## src/rtl/mem_arbiter_if.sv

```systemverilog
// Bus bundle between the IF/MEM pipeline stages, the arbiter and the unified memory.
// The slave modport is the arbiter's view; master is the environment's view.
interface mem_arbiter_if #(
    parameter int unsigned AW = 32,
    parameter int unsigned DW = 32
);
    logic          i_req;
    logic [AW-1:0] i_addr;
    logic [DW-1:0] i_rdata;
    logic          i_ack;

    logic          d_req;
    logic          d_we;
    logic [AW-1:0] d_addr;
    logic [DW-1:0] d_wdata;
    logic [DW-1:0] d_rdata;
    logic          d_ack;

    logic          m_en;
    logic          m_we;
    logic [AW-1:0] m_addr;
    logic [DW-1:0] m_wdata;
    logic [DW-1:0] m_rdata;

    logic          stall_if;
    logic          stall_mem;

    modport slave (
        input  i_req, i_addr, d_req, d_we, d_addr, d_wdata, m_rdata,
        output i_rdata, i_ack, d_rdata, d_ack, m_en, m_we, m_addr, m_wdata,
        output stall_if, stall_mem
    );

    modport master (
        output i_req, i_addr, d_req, d_we, d_addr, d_wdata, m_rdata,
        input  i_rdata, i_ack, d_rdata, d_ack, m_en, m_we, m_addr, m_wdata,
        input  stall_if, stall_mem
    );
endinterface

```

## src/rtl/mem_arbiter.sv

```systemverilog
// Arbitrates a single-ported fixed-latency memory between instruction fetch and data access.
// Each access: grant in IDLE, MEM_LAT cycles of ACCESS, one-cycle ack in DONE.
module mem_arbiter #(
    parameter int unsigned AW      = 32,
    parameter int unsigned DW      = 32,
    parameter int unsigned MEM_LAT = 2
) (
    input logic          clk,
    input logic          reset,
    mem_arbiter_if.slave bus
);
    localparam int unsigned CW = $clog2(MEM_LAT) + 1;

    typedef enum logic [1:0] {StIdle, StAccess, StDone} state_e;
    typedef enum logic {OwnI, OwnD} owner_e;

    state_e        state_q;
    owner_e        owner_q;
    owner_e        last_grant_q;
    logic [CW-1:0] cnt_q;
    logic          i_ack_q;
    logic          d_ack_q;
    logic [DW-1:0] i_rdata_q;
    logic [DW-1:0] d_rdata_q;
    logic          m_en_q;
    logic          m_we_q;
    logic [AW-1:0] m_addr_q;
    logic [DW-1:0] m_wdata_q;
    logic          grant_data;

    // Data wins when alone, or when both contend and fetch was served last.
    always_comb begin
        grant_data = bus.d_req && (!bus.i_req || (last_grant_q == OwnI));
    end

    always_ff @(posedge clk) begin
        if (reset) begin
            state_q      <= StIdle;
            owner_q      <= OwnI;
            last_grant_q <= OwnI;
            cnt_q        <= '0;
            i_ack_q      <= 1'b0;
            d_ack_q      <= 1'b0;
            i_rdata_q    <= '0;
            d_rdata_q    <= '0;
            m_en_q       <= 1'b0;
            m_we_q       <= 1'b0;
            m_addr_q     <= '0;
            m_wdata_q    <= '0;
        end else begin
            case (state_q)
                StIdle: begin
                    if (bus.i_req || bus.d_req) begin
                        state_q <= StAccess;
                        cnt_q   <= CW'(MEM_LAT - 1);
                        m_en_q  <= 1'b1;
                        if (grant_data) begin
                            owner_q      <= OwnD;
                            last_grant_q <= OwnD;
                            m_we_q       <= bus.d_we;
                            m_addr_q     <= bus.d_addr;
                            m_wdata_q    <= bus.d_wdata;
                        end else begin
                            owner_q      <= OwnI;
                            last_grant_q <= OwnI;
                            m_we_q       <= 1'b0;
                            m_addr_q     <= bus.i_addr;
                        end
                    end
                end
                StAccess: begin
                    if (cnt_q != '0) begin
                        cnt_q <= cnt_q - CW'(1);
                    end else begin
                        state_q <= StDone;
                        m_en_q  <= 1'b0;
                        m_we_q  <= 1'b0;
                        // m_we_q still holds the access direction on this edge.
                        if (owner_q == OwnD) begin
                            d_ack_q <= 1'b1;
                            if (!m_we_q) begin
                                d_rdata_q <= bus.m_rdata;
                            end
                        end else begin
                            i_ack_q   <= 1'b1;
                            i_rdata_q <= bus.m_rdata;
                        end
                    end
                end
                StDone: begin
                    state_q <= StIdle;
                    i_ack_q <= 1'b0;
                    d_ack_q <= 1'b0;
                end
                default: begin
                    state_q <= StIdle;
                end
            endcase
        end
    end

    assign bus.i_ack     = i_ack_q;
    assign bus.d_ack     = d_ack_q;
    assign bus.i_rdata   = i_rdata_q;
    assign bus.d_rdata   = d_rdata_q;
    assign bus.m_en      = m_en_q;
    assign bus.m_we      = m_we_q;
    assign bus.m_addr    = m_addr_q;
    assign bus.m_wdata   = m_wdata_q;
    assign bus.stall_if  = bus.i_req & ~i_ack_q;
    assign bus.stall_mem = bus.d_req & ~d_ack_q;
endmodule

```

## src/flat_wrapper.sv

```systemverilog
// flat-port wrapper written by rule: the top's interface ports become plain ports
module mem_arbiter_flat 
#(
    parameter int unsigned AW      = 32,
    parameter int unsigned DW      = 32,
    parameter int unsigned MEM_LAT = 2
)
  (clk, reset, bus_i_req, bus_i_addr, bus_d_req, bus_d_we, bus_d_addr, bus_d_wdata, bus_m_rdata, bus_i_rdata, bus_i_ack, bus_d_rdata, bus_d_ack, bus_m_en, bus_m_we, bus_m_addr, bus_m_wdata, bus_stall_if, bus_stall_mem);
  mem_arbiter_if #(.AW(AW), .DW(DW)) bus_i ();
  input logic clk;
  input logic reset;
  input wire logic [$bits(bus_i.i_req)-1:0] bus_i_req;
  input wire logic [$bits(bus_i.i_addr)-1:0] bus_i_addr;
  input wire logic [$bits(bus_i.d_req)-1:0] bus_d_req;
  input wire logic [$bits(bus_i.d_we)-1:0] bus_d_we;
  input wire logic [$bits(bus_i.d_addr)-1:0] bus_d_addr;
  input wire logic [$bits(bus_i.d_wdata)-1:0] bus_d_wdata;
  input wire logic [$bits(bus_i.m_rdata)-1:0] bus_m_rdata;
  output wire logic [$bits(bus_i.i_rdata)-1:0] bus_i_rdata;
  output wire logic [$bits(bus_i.i_ack)-1:0] bus_i_ack;
  output wire logic [$bits(bus_i.d_rdata)-1:0] bus_d_rdata;
  output wire logic [$bits(bus_i.d_ack)-1:0] bus_d_ack;
  output wire logic [$bits(bus_i.m_en)-1:0] bus_m_en;
  output wire logic [$bits(bus_i.m_we)-1:0] bus_m_we;
  output wire logic [$bits(bus_i.m_addr)-1:0] bus_m_addr;
  output wire logic [$bits(bus_i.m_wdata)-1:0] bus_m_wdata;
  output wire logic [$bits(bus_i.stall_if)-1:0] bus_stall_if;
  output wire logic [$bits(bus_i.stall_mem)-1:0] bus_stall_mem;
  assign bus_i.i_req = bus_i_req;
  assign bus_i.i_addr = bus_i_addr;
  assign bus_i.d_req = bus_d_req;
  assign bus_i.d_we = bus_d_we;
  assign bus_i.d_addr = bus_d_addr;
  assign bus_i.d_wdata = bus_d_wdata;
  assign bus_i.m_rdata = bus_m_rdata;
  assign bus_i_rdata = bus_i.i_rdata;
  assign bus_i_ack = bus_i.i_ack;
  assign bus_d_rdata = bus_i.d_rdata;
  assign bus_d_ack = bus_i.d_ack;
  assign bus_m_en = bus_i.m_en;
  assign bus_m_we = bus_i.m_we;
  assign bus_m_addr = bus_i.m_addr;
  assign bus_m_wdata = bus_i.m_wdata;
  assign bus_stall_if = bus_i.stall_if;
  assign bus_stall_mem = bus_i.stall_mem;
  mem_arbiter #(.AW(AW), .DW(DW), .MEM_LAT(MEM_LAT)) u_core (.clk(clk), .reset(reset), .bus(bus_i));
endmodule
```

## config.mk

```make
export PLATFORM = sky130hd
export DESIGN_NAME = mem_arbiter_flat
export DESIGN_NICKNAME = d
export VERILOG_FILES = /design/src/rtl/mem_arbiter_if.sv /design/src/rtl/mem_arbiter.sv /design/src/flat_wrapper.sv
export SDC_FILE = /design/constraint.sdc
export NUM_CORES = 1
export LEC_CHECK = 0
export BUFFER_PORTS_ARGS = -buffer_cell sky130_fd_sc_hd__buf_2
export CAP_MARGIN = 20
export CORE_MARGIN = 2
export CORE_UTILIZATION = 50
export CTS_CLUSTER_DIAMETER = 150
export DETAILED_ROUTE_END_ITERATION = 8
export PLACE_DENSITY = 0.85
export SKIP_CTS_REPAIR_TIMING = 1
export SYNTH_ARGS = -nofsm -noshare
export SYNTH_HDL_FRONTEND = slang
export SYNTH_SLANG_ARGS = --single-unit
```

## constraint.sdc

```tcl
create_clock -name clk -period 2.53 [get_ports clk]
set_clock_uncertainty 0.2 [all_clocks]
set_input_delay 0.1265 -clock clk [delete_from_list [all_inputs] [get_ports clk]]
set_output_delay 0.1265 -clock clk [all_outputs]
set_load 0.1 [all_outputs]
```

==> results.cfg <==
[timing]
finalCriticalPeriod_ns = 2.38
hold_ws_ns = 0.0144
setup_tns_ns = 0
report.final.slew_viol_count = 0
setup_viol = 0
fin_crit_sh_pct = 94.3
hold_viol = 0
fmax_mhz = 419
rsz0062_at_grt = no
maxSlewHeadroom_pct = 52.8
worst_pin_slew_ns = 0.709

[layout]
area_delta_synth_final_pct = 58.3
fillers = 589
seq_area_um2 = 2740
multi_input_area_um2 = 2570
nets = 1161
drive_above_1_share_pct = 30.4
final_cell_mix = buf_2 (265), dlygate4sd3_1 (138), dfxtp_1 (137)
final_common_cell = buf_2
finalNonFillerCells = 1181

[flow_run]
maxCapViolCount = 0

[detailed_routing]
postRouteAntennaNets = 0
drtIter0Drc = 732
wl_mm = 22.8
wl_met1_mm = 7.69
dr_wl_met2_mm = 10.9
drc = 0
dr.pass1.iters = 7
via_per_inst = 5.76
route.top_layer_used = met4
wl_met3_mm = 2.47
vias = 6798
routedWlPerCell_um = 19.3

[global_routing]
grt.total_usage_pct = 26.4
grt_overflow = 0
grt_first_pass_wirelength_mm = 24.6
grt_max_degree = 70
grt_antenna_before_repair = 1
grt_pass1_vias = 5182

[synth]
yosysWarnings = 0
ys_types = 33
synth_area_per_cell_um2 = 8.56
synth_area_um2 = 5620
syn_nets = 791
synthCells = 657
synth_seq_cells = 137
yosysSeqAreaShare_pct = 48.8

[pwr]
comb_power_share_pct = 32.4
power_density_nw_per_um2 = 807
p_seq_share_pct = 34.1
finalPower_uw = 7180
switching_share_pct = 39.2
power.switching_uw = 2820
clkPwrFrac_pct = 33.5
vdd_drop_max_mv = 0.609
p_leak_uw = 0.00405
power.internal_uw = 4370

[floorplanning]
rows = 38
boundaryPins = 267
start_util_pct = 51.7
fp.dieH_um = 110
dieArea_um2 = 12100
die-width_um = 110
core_um2 = 10900

[setup_path]
cp_num_buf_inv = 3
worst-path-stages = 7
crit_path_start_kind = flop
cp-end-kind = flop
crit_path_max_fanout = 32
cp_slowest_cell = dlygate4sd3_1
path_cells = inv_1 -> ha_1 -> and4bb_2 -> buf_4 -> nand2_1 -> a21oi_1 -> dlygate4sd3_1
worst-setup-path-type = flop to flop
critPathTopFamily = buffers and inverters
cp.arrival_ns = 2.65
required_ns = 2.80
r2r_cells = 7
slowest_delay_ns = 0.56

[placed_design]
gp_congestion = 0.854
port_buffers = 266
hpwl_mm = 11.2
dp_cells = 1010

[cts]
cts_root_buffer = clkbuf_8
cts_buffers = 17
path_clk_slew_ns = 0.06
cts_tree = yes
h-tree-depth = 4
clk_latency_ns = 0.53
clockBufferDepth = 2
cts.sinks = 137

[status]
status = finished clean

[worst_hold_path]
holdPathStages = 4
min-delay-path-class = input port to flop
-- state kept, by name, summed over array words and instances (netlist names) --
name	flops
u_core.cnt_q	2
u_core.bus.d_ack	1
u_core.bus.m_addr	32
u_core.bus.m_we	1
u_core.bus.i_ack	1
u_core.bus.m_wdata	32
u_core.bus.d_rdata	32
u_core.bus.m_en	1
u_core.bus.i_rdata	32
u_core.owner_q	1
u_core.state_q	2
-- worst min-delay path, delay by kind of cell --
kind	cells	cell delay [ns]
AND/OR/NAND/NOR	1	0.13
buffers and inverters	1	0.14
AO/OA/AOI/OAI	2	0.29
-- final timing paths --
path / start / to / slack, ns
worst min-delay path: bus_d_req / u_core.owner_q / 0.01
worst min register to register: u_core.bus.i_rdata[28] / u_core.bus.i_rdata[28] / 0.25
worst max register to register: u_core.cnt_q[0] / u_core.bus.i_rdata[8] / 0.15
worst max-delay path: u_core.cnt_q[0] / u_core.bus.i_rdata[8] / 0.15
-- per-stage QoR --
step	setup WS [ns]	util (%)	cell area, um2
floorplan	0.0814	-	5620
global placement	0.559	63.8	6940
detailed placement	0.512	63.8	6940
global route	0.0154	81.7	8900
finish	0.145	81.8	8900
CTS	0.474	69.0	7520
-- kinds of logic (layout without fill, tap and decap cells) --
kind of cell / Yosys count / after routing / synth area share, %
AOI/OAI and AO/OA: 175 / 175 / 18.1
adders and majority gates: 1 / 1 / 0.222
buffers and inverters: 67 / 450 / 5.83
DFF: 137 / 137 / 48.8
muxes: 32 / 32 / 5.70
other: 0 / 1 / 0
and+or+nand+nor: 245 / 245 / 21.4
-- power by group through the flow --
stage	Sequential (uW)	Combinational (uW)	Clock, uW
after CTS	2420	2080	2420
after global placement	2460	2060	0
final	2450	2330	2410
after global routing	2460	2410	2510
after floorplan	3610	543	0
after detailed placement	2470	2070	0
-- cell type report --
type | instances | area share (%)
repair buffers | 415 | 31.7
clock inverters | 8 | 1.04
multi-input cells | 453 | 28.9
flip-flops and latches | 137 | 30.8
well taps | 140 | 1.97
inverters | 3 | 0.127
clock buffers | 24 | 5.40
diodes | 1 | 0.0281
-- synthesized netlist by cell type, drive strengths merged --
cell type | number | area share [%]
dfxtp | 137 | 49
nand2 | 131 | 8.7
a21oi | 103 | 9.2
nand2b | 64 | 7.1
o21ai | 35 | 3.1
clkbuf | 34 | 2.3
a311oi | 32 | 5.0
mux2i | 32 | 5.7
nand3 | 32 | 2.8
buf | 30 | 3.3
nor2 | 4 | 0.56
inv | 3 | 0.20
nand4 | 2 | 0.22
nor2b | 2 | 0.22
nor3b | 2 | 0.27
or2 | 2 | 0.22
or3b | 2 | 0.31
a21bo | 1 | 0.18
a21boi | 1 | 0.20
and4bb | 1 | 0.22
ha | 1 | 0.22
nand3b | 1 | 0.36
nand4bb | 1 | 0.20
o211ai | 1 | 0.13
o31a | 1 | 0.16
o41ai | 1 | 0.16
or3 | 1 | 0.11
-- routing by layer --
layer | track usage (%) | vias up
met1 | 30.3 | 3034
met4 | 15.2 | 0
met3 | 8.94 | 178
met2 | 42.6 | 584
li1 | - | 3002
met5 | 0 | -
Note: power is estimated with default switching activity, not from simulation.
